File: config.mk
export PLATFORM = sky130hd
export DESIGN_NAME = echo_requester_flat
export DESIGN_NICKNAME = d
export VERILOG_FILES = /design/src/rtl/echo_requester_pkg.sv /design/src/rtl/echo_requester_if.sv /design/src/rtl/echo_requester_scoreboard.sv /design/src/rtl/echo_requester.sv /design/src/flat_wrapper.sv
export SDC_FILE = /design/constraint.sdc
export NUM_CORES = 1
export LEC_CHECK = 0
export ABC_AREA = 1
export ABC_CLOCK_PERIOD_IN_PS = 4800
export BUFFER_PORTS_ARGS = -buffer_cell sky130_fd_sc_hd__buf_2
export CAP_MARGIN = 15
export CORE_MARGIN = 2
export CORE_UTILIZATION = 34
export DETAILED_ROUTE_END_ITERATION = 6
export SYNTH_ARGS = -nofsm -noshare
export SYNTH_HDL_FRONTEND = slang
export SYNTH_SLANG_ARGS = --single-unit
File: constraint.sdc
create_clock -name CLK -period 4.8 [get_ports CLK]
set_clock_uncertainty 0.2 [all_clocks]
set_input_delay 0.96 -clock CLK [delete_from_list [all_inputs] [get_ports CLK]]
set_output_delay 0.96 -clock CLK [all_outputs]
set_load 0.02 [all_outputs]
File: src/rtl/echo_requester_pkg.sv
// Shared types and widths for the echo requester and its echo server peer.
package echo_requester_pkg;

    localparam int COUNT_W = 16;
    localparam int DATA_W  = 32;

    typedef enum logic [1:0] {
        ST_IDLE = 2'd0,
        ST_RUN  = 2'd1,
        ST_DONE = 2'd2
    } state_t;

    // ENA/RDY pair of one method call.
    typedef struct packed {
        logic ena;
        logic rdy;
    } method_hs_t;

endpackage

File: src/rtl/echo_requester_if.sv
// Echo protocol channel: echoReq calls toward the server, echo indications back.
interface echo_requester_if
    import echo_requester_pkg::*;
();

    logic              echoReq__ENA;
    logic [DATA_W-1:0] echoReq_v;
    logic              echoReq__RDY;
    logic              echo__ENA;
    logic [DATA_W-1:0] echo_v;
    logic              echo__RDY;

    modport master (
        output echoReq__ENA,
        output echoReq_v,
        input  echoReq__RDY,
        input  echo__ENA,
        input  echo_v,
        output echo__RDY
    );

    modport slave (
        input  echoReq__ENA,
        input  echoReq_v,
        output echoReq__RDY,
        output echo__ENA,
        output echo_v,
        input  echo__RDY
    );

endinterface

File: src/rtl/echo_requester_scoreboard.sv
// In-order FIFO of outstanding request values; head is the value the next echo must match.
module echo_scoreboard
    import echo_requester_pkg::*;
#(
    parameter int DEPTH = 4,
    parameter int CNT_W = $clog2(DEPTH) + 1
) (
    input  logic              CLK,
    input  logic              RST,
    input  logic              push,
    input  logic [DATA_W-1:0] push_data,
    input  logic              pop,
    output logic [DATA_W-1:0] head,
    output logic [CNT_W-1:0]  count
);

    localparam int PTR_W = $clog2(DEPTH);

    logic [DATA_W-1:0] mem [DEPTH];
    logic [PTR_W-1:0]  wr_ptr;
    logic [PTR_W-1:0]  rd_ptr;

    always_ff @(posedge CLK) begin
        if (RST) begin
            wr_ptr <= '0;
            rd_ptr <= '0;
            count  <= '0;
        end else begin
            if (push) wr_ptr <= wr_ptr + 1'b1;
            if (pop)  rd_ptr <= rd_ptr + 1'b1;
            if (push && !pop)
                count <= count + 1'b1;
            else if (pop && !push)
                count <= count - 1'b1;
        end
    end

    always_ff @(posedge CLK) begin
        if (push) mem[wr_ptr] <= push_data;
    end

    assign head = mem[rd_ptr];

endmodule

File: src/rtl/echo_requester.sv
// Echo protocol initiator: issues a seeded request sequence, checks echoes in order, reports errors.
//   state   | meaning
//   ST_IDLE | waiting for start, start__RDY high
//   ST_RUN  | issuing echoReq calls and checking returned echoes
//   ST_DONE | done__ENA high with results held until done__RDY
module echo_requester
    import echo_requester_pkg::*;
#(
    parameter int                DEPTH  = 4,
    parameter logic [DATA_W-1:0] STRIDE = 32'd1
) (
    input  logic               CLK,
    input  logic               RST,
    input  logic               start__ENA,
    input  logic [COUNT_W-1:0] start_count,
    input  logic [DATA_W-1:0]  start_seed,
    output logic               start__RDY,
    echo_requester_if.master   srv,
    output logic               done__ENA,
    output logic [COUNT_W-1:0] done_errors,
    output logic [DATA_W-1:0]  done_first_bad,
    input  logic               done__RDY
);

    localparam int               CNT_W   = $clog2(DEPTH) + 1;
    localparam logic [CNT_W-1:0] DEPTH_C = CNT_W'(DEPTH);

    state_t             state_q, state_d;
    logic [COUNT_W-1:0] count_q, sent_q, recv_q, errors_q;
    logic [DATA_W-1:0]  next_v_q, first_bad_q, sb_head;
    logic [CNT_W-1:0]   outstanding;
    logic               start_acc, issue, accept, mismatch, last_recv;

    assign start_acc = start__ENA && (state_q == ST_IDLE);
    // Registered outstanding only: a full scoreboard blocks issue even if an echo drains it this cycle.
    assign issue     = (state_q == ST_RUN) && (sent_q < count_q) &&
                       (outstanding < DEPTH_C) && srv.echoReq__RDY;
    assign accept    = srv.echo__ENA && srv.echo__RDY;
    assign mismatch  = accept && (srv.echo_v != sb_head);
    assign last_recv = accept && ((recv_q + 1'b1) == count_q);

    assign srv.echoReq__ENA = issue;
    assign srv.echoReq_v    = next_v_q;
    assign srv.echo__RDY    = (state_q == ST_RUN) && (outstanding != '0);

    assign done_errors    = errors_q;
    assign done_first_bad = first_bad_q;

    echo_scoreboard #(.DEPTH(DEPTH), .CNT_W(CNT_W)) u_scoreboard (
        .CLK       (CLK),
        .RST       (RST),
        .push      (issue),
        .push_data (next_v_q),
        .pop       (accept),
        .head      (sb_head),
        .count     (outstanding)
    );

    always_ff @(posedge CLK) begin
        if (RST) state_q <= ST_IDLE;
        else     state_q <= state_d;
    end

    always_comb begin
        state_d    = state_q;
        start__RDY = 1'b0;
        done__ENA  = 1'b0;
        case (state_q)
            ST_IDLE: begin
                start__RDY = 1'b1;
                if (start__ENA)
                    state_d = (start_count == '0) ? ST_DONE : ST_RUN;
            end
            ST_RUN: begin
                if (last_recv) state_d = ST_DONE;
            end
            ST_DONE: begin
                done__ENA = 1'b1;
                if (done__RDY) state_d = ST_IDLE;
            end
            default: state_d = ST_IDLE;
        endcase
    end

    always_ff @(posedge CLK) begin
        if (RST) begin
            count_q     <= '0;
            sent_q      <= '0;
            recv_q      <= '0;
            errors_q    <= '0;
            first_bad_q <= '0;
            next_v_q    <= '0;
        end else if (start_acc) begin
            count_q     <= start_count;
            sent_q      <= '0;
            recv_q      <= '0;
            errors_q    <= '0;
            first_bad_q <= '0;
            next_v_q    <= start_seed;
        end else begin
            if (issue) begin
                sent_q   <= sent_q + 1'b1;
                next_v_q <= next_v_q + STRIDE;
            end
            if (accept) recv_q <= recv_q + 1'b1;
            if (mismatch) begin
                if (errors_q != '1) errors_q <= errors_q + 1'b1;
                if (errors_q == '0) first_bad_q <= srv.echo_v;
            end
        end
    end

    always @(posedge CLK) begin
        if (!RST && start__ENA)
            assert (state_q == ST_IDLE);
    end

endmodule

File: src/flat_wrapper.sv
// flat-port wrapper written by rule: the top's interface ports become plain ports
module echo_requester_flat import echo_requester_pkg::*;
#(
    parameter int                DEPTH  = 4,
    parameter logic [DATA_W-1:0] STRIDE = 32'd1
)
  (CLK, RST, start__ENA, start_count, start_seed, start__RDY, done__ENA, done_errors, done_first_bad, done__RDY, srv_echoReq__ENA, srv_echoReq_v, srv_echoReq__RDY, srv_echo__ENA, srv_echo_v, srv_echo__RDY);
  echo_requester_if srv_i ();
  input  logic CLK;
  input  logic RST;
  input  logic start__ENA;
  input  logic [COUNT_W-1:0] start_count;
  input  logic [DATA_W-1:0] start_seed;
  output logic start__RDY;
  output logic done__ENA;
  output logic [COUNT_W-1:0] done_errors;
  output logic [DATA_W-1:0] done_first_bad;
  input  logic done__RDY;
  output wire logic [$bits(srv_i.echoReq__ENA)-1:0] srv_echoReq__ENA;
  output wire logic [$bits(srv_i.echoReq_v)-1:0] srv_echoReq_v;
  input wire logic [$bits(srv_i.echoReq__RDY)-1:0] srv_echoReq__RDY;
  input wire logic [$bits(srv_i.echo__ENA)-1:0] srv_echo__ENA;
  input wire logic [$bits(srv_i.echo_v)-1:0] srv_echo_v;
  output wire logic [$bits(srv_i.echo__RDY)-1:0] srv_echo__RDY;
  assign srv_echoReq__ENA = srv_i.echoReq__ENA;
  assign srv_echoReq_v = srv_i.echoReq_v;
  assign srv_i.echoReq__RDY = srv_echoReq__RDY;
  assign srv_i.echo__ENA = srv_echo__ENA;
  assign srv_i.echo_v = srv_echo_v;
  assign srv_echo__RDY = srv_i.echo__RDY;
  echo_requester #(.DEPTH(DEPTH), .STRIDE(STRIDE)) u_core (.CLK(CLK), .RST(RST), .start__ENA(start__ENA), .start_count(start_count), .start_seed(start_seed), .start__RDY(start__RDY), .srv(srv_i), .done__ENA(done__ENA), .done_errors(done_errors), .done_first_bad(done_first_bad), .done__RDY(done__RDY));
endmodule
==> results.sh, run 1 <==
export IMPL_path_class="flop to output port"
export IMPL_finalCritPeriodShare_pct=82.0
export IMPL_fillers=4062
export IMPL_clk_latency_ns=0.58
export IMPL_synth_edf_count=128
export IMPL_drv_cap=0
export IMPL_grt_pass1_vias=10900
export IMPL_power_density_mw_per_mm2=379
export IMPL_antenna_found_initial=0
export IMPL_cp_top_family="buffers and inverters"
export IMPL_critical_path_slowest_cell="clkinv_1"
export IMPL_cts_tree="done"
export IMPL_die_height_um=204
export IMPL_setup_tns_ns=0
export IMPL_routedWlPerCell_um=15.6
export IMPL_row_count=73
export IMPL_path_cells="inv_1 > ha_1 > nand2_1 > o21ai_0 > nand4_1 > nand2_1 > nand2_1 > nand2_1 > nand2_1 > nand2_2 > clkinv_1 > buf_2"
export IMPL_path_clk_slew_ns=0.06
export IMPL_routed_wl_um=37500
export IMPL_max_freq_ghz=0.254
export IMPL_ant_nets=0
export IMPL_vias_per_cell=4.90
export IMPL_start_util_pct=34.2
export IMPL_io_buffers=169
export IMPL_grt_max_degree=82
export IMPL_antenna_cells=0
export IMPL_synth_cells=1716
export IMPL_async_reset_ff_share_pct=0
export IMPL_ys_ff_latch=267
export IMPL_hold_viol=0
export IMPL_r2r_end="u_core.srv.echoReq_v[5]$_SDFFE_PP0P_"
export IMPL_hpwl_um=26100
export IMPL_drt_first_pass_iters=5
export IMPL_ys_seq_area_share_pct=48.9
export IMPL_dieArea_mm2=0.0414
export IMPL_hold_class="flop to flop"
export IMPL_vias=11800
export IMPL_tightest_slew_ns=1.05
export IMPL_synth_net_count=1828
export IMPL_syn_mean_instance_area_um2=7.89
export IMPL_root_buffer="clkbuf_16"
export IMPL_grtUsageTotal_pct=17.9
export IMPL_synth_warning_count=0
export IMPL_die_width_um=204
export IMPL_cts_resized=0
export IMPL_cts_repair_timing_setup_buffer_count=0
export IMPL_p_leak_uw=0.00660
export IMPL_r2r_start="u_core.count_q[3]$_SDFFE_PP0P_"
export IMPL_detailedRoute_firstIterationViolations=822
export IMPL_seqCellArea_mm2=0.00663
export IMPL_path_max_fanout=18
export IMPL_place_gp_congestion=0.884
export IMPL_setup_viol=0
export IMPL_grt_overflow=0
export IMPL_area_growth_pct=16.4
export IMPL_clock_sinks=267
export IMPL_numCtsBuffers=31
export IMPL_cp_end_kind="output port"
export IMPL_dp_cells=2348
export IMPL_crit_buf_inv=3
export IMPL_drive_gt1_share_pct=13.5
export IMPL_path_common_cell="nand2_1"
export IMPL_reg2reg_depth=16
export IMPL_slew_headroom_pct=29.9
export IMPL_stdcell_count=2407
export IMPL_pin_count=170
export IMPL_fin_ws_ns=0.862
export IMPL_stdcell_area_mm2=0.0158
export IMPL_placed_area_mm2=0.0148
export IMPL_worstPathRequired_ns=3.64
export IMPL_rsz0062_at_grt="false"
export IMPL_cts_htree_levels=1
export IMPL_synth_cell_type_count=39
export IMPL_cp_endpoint="srv_echoReq__ENA"
export IMPL_fin_util_pct=39.8
export IMPL_drv_slew=0
export IMPL_fin_nets=1969
export IMPL_drc=0
export IMPL_status="finished, final reports clean"
export IMPL_finalCriticalPeriod_ns=3.94
export IMPL_hold_buffers=0
export IMPL_r2r_slack_ns=1.39
export IMPL_syn_area_mm2=0.0135
export IMPL_worst_ep_arrival_time_ns=2.78
export IMPL_start_kind="flop"
export IMPL_synth_ff_type="dfxtp_1"
export IMPL_slowest_delay_ns=0.44
export IMPL_cts_buffer_depth=3
export IMPL_core_mm2=0.0395
export IMPL_crit_path_start="u_core.count_q[3]$_SDFFE_PP0P_"
export IMPL_peakVddDrop_mv=0.283
export IMPL_multi_input_area_mm2=0.00598
export IMPL_post_place_ws_ns=1.35
export IMPL_cp_depth=12
export IMPL_grt_pass1_wl_um=59000
-- power by group --
| part | internal [µW] | switching [µW] | leakage, µW |
|---|---|---|---|
| Sequential | 2550 | 156 | 0.00235 |
| Clock | 1270 | 978 | 0.000479 |
| Combinational | 326 | 696 | 0.00377 |
-- metal layers --
| metal | global-route usage, % | part of all wire [%] | up-vias |
|---|---|---|---|
| met5 | 0 | 0 | - |
| met4 | 4.67 | 2.2 | 0 |
| met3 | 2.67 | 5.9 | 60 |
| met2 | 30.3 | 47 | 317 |
| met1 | 23.9 | 45 | 5465 |
| li1 | - | - | 5956 |
-- layout make-up --
type	count	area share, %
Clock buffer	35	5.14
Clock inverter	23	1.06
Inverter	144	3.43
Multi-Input combinational cell	1229	37.9
Sequential cell	267	42.1
Tap cell	525	4.17
Timing Repair Buffer	184	6.21
-- how the worst min path moves through the flow --
stage / from / end / slack, ns / cells after the start
after detailed placement: u_core.count_q[2]$_SDFFE_PP0P_ / u_core.count_q[2]$_SDFFE_PP0P_ / 0.29 / 2
after global routing: u_core.u_scoreboard.rd_ptr[1]$_SDFFE_PP0P_ / u_core.u_scoreboard.rd_ptr[1]$_SDFFE_PP0P_ / 0.32 / 1
final: u_core.u_scoreboard.rd_ptr[1]$_SDFFE_PP0P_ / flop / 0.29 / 1
after floorplan: u_core.count_q[11]$_SDFFE_PP0P_ / u_core.count_q[11]$_SDFFE_PP0P_ / 0.25 / 2
after global placement: u_core.u_scoreboard.rd_ptr[1]$_SDFFE_PP0P_ / u_core.u_scoreboard.rd_ptr[1]$_SDFFE_PP0P_ / 0.27 / 1
after CTS: u_core.count_q[2]$_SDFFE_PP0P_ / u_core.count_q[2]$_SDFFE_PP0P_ / 0.30 / 2
-- cells in the mapped netlist (all sizes together) (5+ instances only) --
| cell type | instances | share of area [%] |
|---|---|---|
| nand3b | 17 | 0.94 |
| xor2 | 47 | 3.0 |
| a31oi | 7 | 0.32 |
| ha | 25 | 2.3 |
| nor2 | 152 | 4.3 |
| clkbuf | 32 | 0.90 |
| nand4 | 40 | 1.8 |
| nor4 | 12 | 0.55 |
| o21ai | 55 | 2.0 |
| o31ai | 5 | 0.28 |
| edfxtp | 128 | 28 |
| xnor2 | 19 | 1.2 |
| nand3 | 170 | 6.5 |
| nor3 | 26 | 0.96 |
| buf | 44 | 2.2 |
| dfxtp | 139 | 21 |
| a21oi | 99 | 3.7 |
| inv | 142 | 3.9 |
| nand2 | 540 | 15 |
-- metrics by stage --
step                hold slack [ns]  power [µW]
floorplan                     0.254        3430
global placement              0.274        3750
detailed placement            0.286        3770
CTS                           0.296        6040
global route                  0.322        6270
finish                        0.294        5980
-- logic make-up after synthesis --
kind of cell	after synthesis	synth area share, %
fa+ha+maj	26	2.46
mux	1	0.0739
compound gates	174	6.74
flops	267	48.9
simple gates	961	30.3
xor+xnor	67	4.43
buf+inv	220	7.08
-- layout by cell type, fill, tap and decap left out, types with 14 or more instances in the layout --
| cell | netlist | final |
|---|---|---|
| nand2_1 | 539 | 537 |
| a21oi_1 | 99 | 99 |
| edfxtp_1 | 128 | 128 |
| nand3_1 | 168 | 168 |
| dfxtp_1 | 139 | 138 |
| xnor2_1 | 19 | 19 |
| xor2_1 | 47 | 47 |
| buf_4 | 8 | 14 |
| clkbuf_16 | 0 | 31 |
| buf_2 | 21 | 169 |
| nor2_1 | 149 | 144 |
| o21ai_0 | 55 | 55 |
| inv_1 | 139 | 139 |
| nor3_1 | 26 | 26 |
| ha_1 | 25 | 25 |
| nand4_1 | 40 | 40 |
| nand3b_1 | 17 | 17 |
-- sequential cells by signal (all words and copies together) (netlist names), named ones only --
name / count
u_core.count_q: 16
u_core.done_errors: 16
u_core.done_first_bad: 32
u_core.recv_q: 16
u_core.sent_q: 16
u_core.srv.echoReq_v: 32
u_core.state_q: 2
u_core.u_scoreboard.count: 3
u_core.u_scoreboard.mem: 128
u_core.u_scoreboard.rd_ptr: 2
u_core.u_scoreboard.wr_ptr: 2
Note: power is estimated with default switching activity, not from simulation.
==> inputs of run 2 (changes only) <==
ABC_CLOCK_PERIOD_IN_PS = 3200   (was 4800)
clock period = 3.2 ns   (was 4.8 ns; I/O delays follow)
==> results.sh, run 2 (synthesis results as in run 1) <==
export IMPL_cts_buffer_depth=3
export IMPL_drc=0
export IMPL_drv_cap=0
export IMPL_place_gp_congestion=0.909
export IMPL_cp_end_kind="output port"
export IMPL_vias_per_cell=4.90
export IMPL_fin_util_pct=40.9
export IMPL_drive_gt1_share_pct=14.6
export IMPL_peakVddDrop_mv=0.382
export IMPL_worst_ep_arrival_time_ns=2.27
export IMPL_numCtsBuffers=34
export IMPL_grtUsageTotal_pct=18.2
export IMPL_final_cell_mix="nand2_1, nand3_1, buf_2"
export IMPL_post_place_ws_ns=0.249
export IMPL_drt_first_pass_iters=7
export IMPL_worstPathRequired_ns=2.36
export IMPL_grt_overflow=0
export IMPL_largest_reg_flops=128
export IMPL_placed_area_mm2=0.0150
export IMPL_detailedRoute_firstIterationViolations=850
export IMPL_crit_path_start="u_core.count_q[15]$_SDFFE_PP0P_"
export IMPL_routedWlPerCell_um=15.6
export IMPL_top_register="u_core.u_scoreboard.mem"
export IMPL_die_width_um=204
export IMPL_hold_class="primary input to flop"
export IMPL_vias=11900
export IMPL_die_height_um=204
export IMPL_p_leak_uw=0.00680
export IMPL_hold_viol=0
export IMPL_cts_htree_levels=2
export IMPL_rsz0062_at_grt="false"
export IMPL_root_buffer="clkbuf_16"
export IMPL_routed_wl_um=38100
export IMPL_setup_viol=0
export IMPL_fin_nets=1995
export IMPL_clk_latency_ns=0.52
export IMPL_ant_nets=0
export IMPL_finalCriticalPeriod_ns=3.11
export IMPL_stdcell_area_mm2=0.0162
export IMPL_antenna_cells=0
export IMPL_r2r_start="u_core.count_q[15]$_SDFFE_PP0P_"
export IMPL_hold_buffers=0
export IMPL_area_growth_pct=19.3
export IMPL_antenna_found_initial=0
export IMPL_start_util_pct=34.2
export IMPL_start_kind="flop"
export IMPL_mostFrequentLayoutCell="nand2_1"
export IMPL_tightest_slew_ns=0.830
export IMPL_hpwl_um=27100
export IMPL_path_class="flop to output port"
export IMPL_finalCritPeriodShare_pct=97.3
export IMPL_max_freq_ghz=0.321
export IMPL_dieArea_mm2=0.0414
export IMPL_grt_pass1_wl_um=59500
export IMPL_fillers=4025
export IMPL_io_buffers=169
export IMPL_status="finished, final reports clean"
export IMPL_slew_headroom_pct=44.3
export IMPL_drv_slew=0
export IMPL_clock_sinks=267
export IMPL_fin_ws_ns=0.0857
export IMPL_path_max_fanout=3
export IMPL_cts_tree="done"
export IMPL_pin_count=170
export IMPL_min_from="srv_echo_v[14]"
export IMPL_grt_max_degree=83
export IMPL_path_clk_slew_ns=0.06
export IMPL_power_density_mw_per_mm2=579
export IMPL_grt_pass1_vias=11200
export IMPL_row_count=73
export IMPL_core_mm2=0.0395
[run 2: cell types whose count changed in the layout (fill, tap and decap cells not counted), sizes merged]
cell,before,now
buf,184,207
clkbuf,35,47
clkinv,17,13
clkinvlp,4,1
inv,145,143
bufinv,1,2
[run 2: repair_timing]
item | CTS | global route
resized for setup | 6 | 4
setup buffers | 1 | 0
setup endpoints to repair | 1 | 2
gates cloned | 0 | 0
pin swaps | 1 | 0
[run 2: cell type report]
cell class / count / area (µm²) / area share, %
sequential: 267 / 6630 / 41.0
multi-input combinational: 1229 / 6010 / 37.2
timing repair buffer: 207 / 1240 / 7.68
clock buffer: 47 / 931 / 5.76
tap: 525 / 657 / 4.06
inverter: 144 / 541 / 3.34
clock inverter: 15 / 156 / 0.968
[run 2: per-layer routing]
| layer | GRT usage, % | vias up | part of all wire (%) |
|---|---|---|---|
| li1 | - | 6007 | - |
| met1 | 24.0 | 5480 | 44 |
| met2 | 30.5 | 374 | 47 |
| met3 | 2.73 | 63 | 6.0 |
| met4 | 6.23 | 0 | 2.8 |
| met5 | 0 | - | 0 |
[run 2: where the power goes]
group	switching [µW]	leakage [µW]	internal, µW	total [µW]
Combinational	1110	0.00392	553	1660
Sequential	197	0.00235	3820	4020
Clock	1460	0.000524	2220	3680
[run 2: path summary, 6_finish.rpt]
path,end,slack (ns),cells after the start
max,srv_echoReq__ENA,0.09,9
min,u_core.done_first_bad[14]$_SDFFE_PP0P_,0.19,3
max reg2reg,u_core.u_scoreboard.count[2]$_SDFFE_PP0P_,0.27,14
min reg2reg,u_core.u_scoreboard.rd_ptr[1]$_SDFFE_PP0P_,0.29,1
[run 2: metrics by stage]
| step | setup TNS, ns | std cells | total power, µW | hold WS (ns) |
|---|---|---|---|---|
| floorplan | -54.78 | 1716 | 5140 | 0.254 |
| global placement | 0 | 2371 | 5710 | 0.272 |
| detailed placement | 0 | 2371 | 5740 | 0.284 |
| CTS | 0 | 2434 | 9450 | 0.168 |
| global route | 0 | 2434 | 9810 | 0.197 |
| finish | 0 | 2434 | 9360 | 0.190 |
[run 2: worst max-delay path, cell delays in order (launching register included)]
cell	delay, ns
dfxtp_1	0.32
inv_1	0.07
ha_1	0.33
a21oi_1	0.17
nand3_1	0.11
a311oi_2	0.34
nand2_2	0.11
inv_2	0.08
buf_8	0.10
buf_4	0.13
